## src/rtl/sync_event_collector.sv

```systemverilog
// sync_event_collector
// Turns an already-synchronized level into counted events. Each rising edge of
// sync_i adds one pending event. The consumer drains the whole batch with a
// valid/ready handshake. The count saturates at its maximum, and a sticky
// overflow flag records any event lost to saturation. clr_i clears both the
// count and the flag.
//
// Priority per cycle: clr_i, then handshake, then edge.

module sync_event_collector #(
   parameter int unsigned CNT_W = 4
) (
   input  logic             clk,
   input  logic             rst_n,
   input  logic             sync_i,
   input  logic             clr_i,
   output logic             edge_o,
   output logic             evt_valid_o,
   input  logic             evt_ready_i,
   output logic [CNT_W-1:0] evt_cnt_o,
   output logic             ovf_o
);

   // The FSM encoding is private to this block; no other block relies on it.
   typedef enum logic {
      IDLE = 1'b0,   // no pending events, cnt == 0
      PEND = 1'b1    // one or more pending events, cnt != 0
   } state_t;

   localparam logic [CNT_W-1:0] CNT_MAX = '1;
   localparam logic [CNT_W-1:0] CNT_ONE = CNT_W'(1);

   state_t           state;
   state_t           state_nxt;
   logic [CNT_W-1:0] cnt;
   logic [CNT_W-1:0] cnt_nxt;
   logic             ovf;
   logic             ovf_nxt;
   logic             sync_d;
   logic             rise;
   logic             handshake;

   // Previous-cycle sample of sync_i, used for rising-edge detection.
   // sync_d resets to 0, so a sync_i that is already high when reset is
   // released counts as an edge in the first cycle after release.
   always_ff @(posedge clk or negedge rst_n) begin
      // NOTE: sequential state uses non-blocking (<=) so that every flop
      // samples pre-edge values and the simulation order of processes does
      // not matter.
      if (!rst_n) begin
         sync_d <= 1'b0;
      end else begin
         sync_d <= sync_i;
      end
   end

   assign rise      = sync_i & ~sync_d;
   assign handshake = (state == PEND) & evt_ready_i;

   // Next-state, count and overflow decisions in priority order: clear,
   // then handshake, then edge.
   always_comb begin
      // NOTE: each variable gets a default before any branch. Otherwise a path
      // that does not assign it would imply memory and infer a latch.
      state_nxt = state;
      cnt_nxt   = cnt;
      ovf_nxt   = ovf;

      if (clr_i) begin
         // An edge in the same cycle is dropped. edge_o still pulses.
         state_nxt = IDLE;
         cnt_nxt   = '0;
         ovf_nxt   = 1'b0;
      end else if (handshake) begin
         // The consumer takes the current count. A coincident edge
         // starts the next batch at 1.
         if (rise) begin
            state_nxt = PEND;
            cnt_nxt   = CNT_ONE;
         end else begin
            state_nxt = IDLE;
            cnt_nxt   = '0;
         end
      end else if (rise) begin
         state_nxt = PEND;
         if (cnt != CNT_MAX) begin
            cnt_nxt = cnt + CNT_ONE;
         end else begin
            // At saturation the count holds and the lost event is recorded.
            ovf_nxt = 1'b1;
         end
      end
   end

   // FSM state, pending count and sticky overflow registers.
   always_ff @(posedge clk or negedge rst_n) begin
      if (!rst_n) begin
         state <= IDLE;
         cnt   <= '0;
         ovf   <= 1'b0;
      end else begin
         state <= state_nxt;
         cnt   <= cnt_nxt;
         ovf   <= ovf_nxt;
      end
   end

   assign edge_o      = rise;
   assign evt_valid_o = (state == PEND);
   assign evt_cnt_o   = cnt;
   assign ovf_o       = ovf;

endmodule

```

## config.mk

```make
export PLATFORM = sky130hd
export DESIGN_NAME = sync_event_collector
export DESIGN_NICKNAME = d
export VERILOG_FILES = /design/src/rtl/sync_event_collector.sv
export SDC_FILE = /design/constraint.sdc
export NUM_CORES = 1
export LEC_CHECK = 0
export ABC_CLOCK_PERIOD_IN_PS = 1500
export BUFFER_PORTS_ARGS = -buffer_cell sky130_fd_sc_hd__buf_4
export CAP_MARGIN = 20
export CELL_PAD_IN_SITES_DETAIL_PLACEMENT = 0
export CELL_PAD_IN_SITES_GLOBAL_PLACEMENT = 1
export CORE_AREA = 3 3 40 42
export DETAILED_ROUTE_END_ITERATION = 12
export DIE_AREA = 0 0 43 45
export PLACE_DENSITY = 0.68
export SYNTH_ARGS = -nofsm -noshare
export SYNTH_HDL_FRONTEND = slang
export SYNTH_SLANG_ARGS = --single-unit
```

## constraint.sdc

```tcl
create_clock -name clk -period 1.5 [get_ports clk]
set_clock_uncertainty 0.1 [all_clocks]
set_input_delay 0.3 -clock clk [delete_from_list [all_inputs] [get_ports clk]]
set_output_delay 0.3 -clock clk [all_outputs]
set_load 0.01 [all_outputs]
```

### After elaboration in Yosys (flattened, before gate mapping)

Cells that the tools add are included.

| word-level totals | value |
|---|---|
| output and inout port bits | 7 |
| word-level logic and storage cells | 29 |
| bits of input ports | 5 |
| bits in registers | 7 |

| cells by class | value |
|---|---|
| bitwise gates (word level) | 3 |
| equality and inequality tests | 3 |
| add/subtract/negate cells | 1 |
| multiplexer cells | 13 |
| reduce and logical (&&, ||, !) cells | 5 |

Operators by type and width:

| operator | number |
|---|---|
| $mux 4 | 4 |
| $mux 1 | 9 |
| $reduce_bool 3->1 | 2 |
| $add 4x1->4 const B | 1 |
| $ne 2x2->1 const B | 2 |
| $ne 4x4->1 const B | 1 |
| $reduce_and 3->1 | 1 |
| $and 1x1->1 | 2 |
| $reduce_and 2->1 | 1 |
| $reduce_bool 2->1 | 1 |
| $not 1->1 | 1 |

### Longest topological paths before layout

| logic depth | value |
|---|---|
| depth in word-level cells | 5 |
| gate-level depth with buffers | 5 |
| mapped depth without buffers | 4 |

### Worst setup path before layout

OpenSTA, ideal clock, no wires.

| path | value |
|---|---|
| path kind | reg2reg |
| start | register cnt[0] (netlist: evt_cnt_o[0]) |
| end | register cnt[3] (netlist: evt_cnt_o[3]) |
| buffers on the path | 1 |
| library setup time | 130 ps |
| stages on the path, launching flop included | 6 |
| data arrival time | 1,208 ps |
| slack | 63 ps |
| clock period less this slack | 1,437 ps |
| required time | 1,270 ps |
| cells stage by stage | dfrtp_1 ha_1 and3_1 buf_2 o31ai_1 a21oi_1 |

| on the way | value |
|---|---|
| word-level cells in the longest chain between the ends | 5 |
| elaborated cells on any way between the ends | 8 |
| those cells by class | add/sub: 1; eq/ne: 1; mux: 4; reduce/logical: 2 |

Ends and longest elaborated chain:

| element | RTL line | RTL |
|---|---|---|
| from (decl) | 35 | `logic [CNT_W-1:0] cnt;` |
| from (signal assigned) | 103 | `cnt <= cnt_nxt;` |
| $add 4x1->4 | 87 | `cnt_nxt = cnt + CNT_ONE;` |
| $mux 4 | 86 | `if (cnt != CNT_MAX) begin` |
| $mux 4 | 84 | `end else if (rise) begin` |
| $mux 4 | 74 | `end else if (handshake) begin` |
| $mux 4 | 69 | `if (clr_i) begin` |

Parallel ways exist; a longest one is shown, timed or not. The select of a mux whose other input is x is not followed.
A chain may end at the register's enable or synchronous reset.

### Worst setup path after layout

| path | value |
|---|---|
| start | register cnt[0] (netlist: evt_cnt_o[0]) |
| end | register cnt[0] (netlist: evt_cnt_o[0]) |

The elaborated chain is that of the path after synthesis.

==> results.md <==
- Buffers added on ports: 11
- Simple-gate portion of the synthesized area: 0.213
- Post-synthesis cell type with the largest combined area: sky130_fd_sc_hd__dfrtp_1
- Period utilisation layout: 0.951
- Number of antenna violations at the first check in global routing: 0
- Clock sink total: 7
- Kind of capture point of the worst setup path: flop
- Worst Path Arrival: 1.49 ns
- Compound-cell area share of the yosys netlist: 0.199
- Cell count along the critical path: 4
- Register share of total power: 0.464
- Number of vias per cell: 4.87
- Master of the slowest instance on the critical path: sky130_fd_sc_hd__dfrtp_1
- FF-to-FF Start: evt_cnt_o[0]$_DFFE_PN0P_
- Root buf cell: sky130_fd_sc_hd__clkbuf_4
- Hold endpoint: sync_d$_DFF_PN0_
- Number of enable flip-flop cells after synthesis: 0
- Clock Tree Buf Depth: 2
- Peak-usage layer in the global routing report: met2
- Max H-tree Level: 1
- Area share of the leading cell type in the synthesized netlist: 0.515
- Worst-case reg-to-reg path depth: 4
- Initial standard-cell utilization of the core: 0.265
- Skew-Pair Late Insertion Delay: 0.26 ns
- Final GP Congestion: 0.687
- Adder and majority gate portion of the synthesized area: 0.0368
- Seq/Total Area, Yosys: 0.515
- Horiz. Die Dim: 43 um
- Delay of the slowest cell on the worst path: 0.39 ns
- Post-Synthesis Cell Area: 340 um2
- Hold Path Cell Cnt: 1
- Average cell area after synthesis: 10.6 um2
- Count of nets after finishing: 55
- Category of the critical setup timing path: flop to flop
- Grt total ovfl: 0
- Multiplexer area fraction after synthesis: 0
- Final ANT Viol Nets: 0
- First drt pass iteration count: 2
- N_diodes: 0
- Routed wirelength normalized by instance count: 13.2 um
- Sw frac: 0.255
- Non-Filler Cell Area, Final: 482 um2
- Number of nets in the synthesized netlist: 38
- Clock tree from TritonCTS: yes
- Main combinational cell family by area after synthesis: simple AND/OR/NAND/NOR gates
- Leakage power: 0.243 nW
- Endpoint of the worst-slack reg-to-reg timing path: evt_cnt_o[0]$_DFFE_PN0P_
- Worst min-delay path startpoint: sync_i
- M1 GR Usage: 0.111
- M2 GR Usage: 0.141
- Global-route wire length before repair: 1280 um
- Via count: 307
- CP Launch Point: evt_cnt_o[0]$_DFFE_PN0P_
- Setup Total Neg Slack: 0 ns
- Drt initial violations: 3
- Most common flop cell mapped by yosys: sky130_fd_sc_hd__dfrtp_1
- Unique cell type count in the Yosys netlist: 21
- Overall routed net length: 831 um
- Largest cells by area after synthesis: sky130_fd_sc_hd__dfrtp_1, sky130_fd_sc_hd__a21oi_1, sky130_fd_sc_hd__nand2b_4
- Vias in the first global route: 283
- Top achievable clock speed: 701 MHz
- Critical path's top delay family: flip-flops
- Slew at the pin with the worst max-slew slack: 0.211 ns
- Post-Place Setup Slack: 0.0856 ns
- Die area: 1940 um2
- DRC errors left: 0
- Hold/Removal Path Class: input pin to flop
- Final Setup Violations: 0
- Total I/O pin count: 12
- Met3 Track Usage GR: 0.0598
- Y dimension of the die: 45 um
- Std-Cell Core Area: 1280 um2
- Startpoint class of the critical path: flop
- Row Count: 13
- Number of max-slew violations in the final report: 0
- Critical path, cell by cell: ha_1 -> and3_1 -> o21a_1 -> o31ai_2
- Result of the run: finished clean
- FF+latch count, synth: 7
- All-Layer GR Usage: 0.0949
- Min cycle time layout: 1.43 ns
- Switching Power: 0.109 mW
- Highest fanout seen on the critical path: 6
- FFs w/ async S/R, synth: 1.00
- Cell internal pwr: 0.319 mW
- Worst VDD drop: 0.462 mV
- Register-to-register setup slack: 0.07 ns
- Count of buffer and inverter cells on the critical path: 0
- Placed instance area: 444 um2
- Clock buffers created by TritonCTS: 3
- Synth warn: 0
- Hold Violations, Final: 0
- Clk pin slew, worst setup/hold paths: 0.06 ns
- PD cells: 887 nW/um2
- XOR/XNOR Fraction of Synth Area: 0
- Unrepaired setup endpoints after global routing: false
- Setup slack after layout: 0.0739 ns
- Maximum Capacitance Violations: 0
- Clock network fraction of total power: 0.411
- Power share of the combinational group: 0.125
- Data required, critical path: 1.56 ns
- Gate count of the mapped netlist: 32
- Worst slew slack as a fraction of its limit: 0.859
- Fraction of layout cells with a size suffix above 1: 0.417
- Pin count of the biggest net entering global routing: 8
- Layout area overhead: 41.5%
-- cells in the mapped netlist, types with 2 or more instances --
| master | n |
|---|---|
| sky130_fd_sc_hd__nand2_1 | 2 |
| sky130_fd_sc_hd__inv_1 | 2 |
| sky130_fd_sc_hd__a21oi_1 | 4 |
| sky130_fd_sc_hd__dfrtp_1 | 7 |
-- worst max-delay path by stage --
stage | end | slack, ns
floorplan | evt_cnt_o[3]$_DFFE_PN0P_ | 0.06
global placement | evt_cnt_o[0]$_DFFE_PN0P_ | 0.14
detailed placement | evt_cnt_o[0]$_DFFE_PN0P_ | 0.09
CTS | edge_o | 0.06
global route | evt_cnt_o[3]$_DFFE_PN0P_ | 0.003
finish | evt_cnt_o[0]$_DFFE_PN0P_ | 0.07
-- stage by stage --
stage,util,power [mW],cells,hold WS (ns)
floorplan,-,0.222,32,-0.0956
global placement,0.346,0.252,58,0.0215
detailed placement,0.346,0.253,58,0.0215
CTS,0.375,0.440,63,0.0644
global route,0.375,0.452,63,0.0609
finish,0.375,0.427,63,0.0757
-- sequential cells by signal, summed over array words and instances (netlist names) --
register,count
evt_cnt_o,4
evt_valid_o,1
ovf_o,1
sync_d,1
-- layout make-up --
class / count / area, um2
multi-input combinational: 22 / 153
clock inverter: 1 / 5.00
inverter: 2 / 7.51
clock buffer: 3 / 22.5
fill: 154 / 803
timing repair buffer: 13 / 100
tap: 15 / 18.8
sequential: 7 / 175
-- worst reg2reg max path: stages, from the launching register on --
cell                      delay [ns]
sky130_fd_sc_hd__dfrtp_1        0.39
sky130_fd_sc_hd__ha_1           0.23
sky130_fd_sc_hd__and3_1         0.22
sky130_fd_sc_hd__o21a_1         0.20
sky130_fd_sc_hd__o31ai_2        0.19
-- what timing repair did --
| item | in CTS | in global routing |
|---|---|---|
| resized for setup | 1 | 0 |
| hold buffers | 1 | 0 |
| endpoints found under the hold margin | 7 | 0 |
| setup endpoints to repair | 1 | 0 |
| buffers inserted | 0 | 0 |
-- kinds of logic (layout without fill, tap and decap cells) --
group           Yosys count  in the layout
simple gates             11             11
compound gates           10             10
fa+ha+maj                 1              1
buf+inv                   3             19
flops                     7              7
-- power groups by stage --
stage               combinational, mW  sequential (mW)  clock (mW)
CTS                            0.0547            0.198       0.187
floorplan                      0.0178            0.204           0
detailed placement             0.0522            0.201           0
global placement               0.0514            0.201           0
finish                         0.0536            0.198       0.176
global route                   0.0588            0.198       0.195
-- cell usage in the layout (no fill, tap or decap) --
cell type / count
sky130_fd_sc_hd__a31oi_1: 1
sky130_fd_sc_hd__a21oi_1: 4
sky130_fd_sc_hd__o21a_1: 1
sky130_fd_sc_hd__inv_1: 1
sky130_fd_sc_hd__and3_1: 1
sky130_fd_sc_hd__dlygate4sd3_1: 1
sky130_fd_sc_hd__clkinv_2: 1
sky130_fd_sc_hd__nand3b_1: 1
sky130_fd_sc_hd__dfrtp_1: 7
sky130_fd_sc_hd__and4b_2: 1
sky130_fd_sc_hd__clkbuf_4: 3
sky130_fd_sc_hd__nand2b_1: 1
sky130_fd_sc_hd__o31ai_1: 1
sky130_fd_sc_hd__nand2b_4: 1
sky130_fd_sc_hd__nor2_1: 1
sky130_fd_sc_hd__nand3_1: 1
sky130_fd_sc_hd__o31ai_2: 1
sky130_fd_sc_hd__or3_1: 1
sky130_fd_sc_hd__o2111ai_1: 1
sky130_fd_sc_hd__buf_4: 12
sky130_fd_sc_hd__o21ai_0: 1
sky130_fd_sc_hd__nor3_1: 1
sky130_fd_sc_hd__nand2_1: 2
sky130_fd_sc_hd__ha_1: 1
sky130_fd_sc_hd__inv_2: 1
-- metal layers --
layer | vias up | part of all wire
li1 | 150 | -
met1 | 146 | 0.45
met2 | 11 | 0.47
met3 | 0 | 0.075
met4 | 0 | 0
met5 | - | 0
Note: power is estimated with default switching activity, not from simulation.
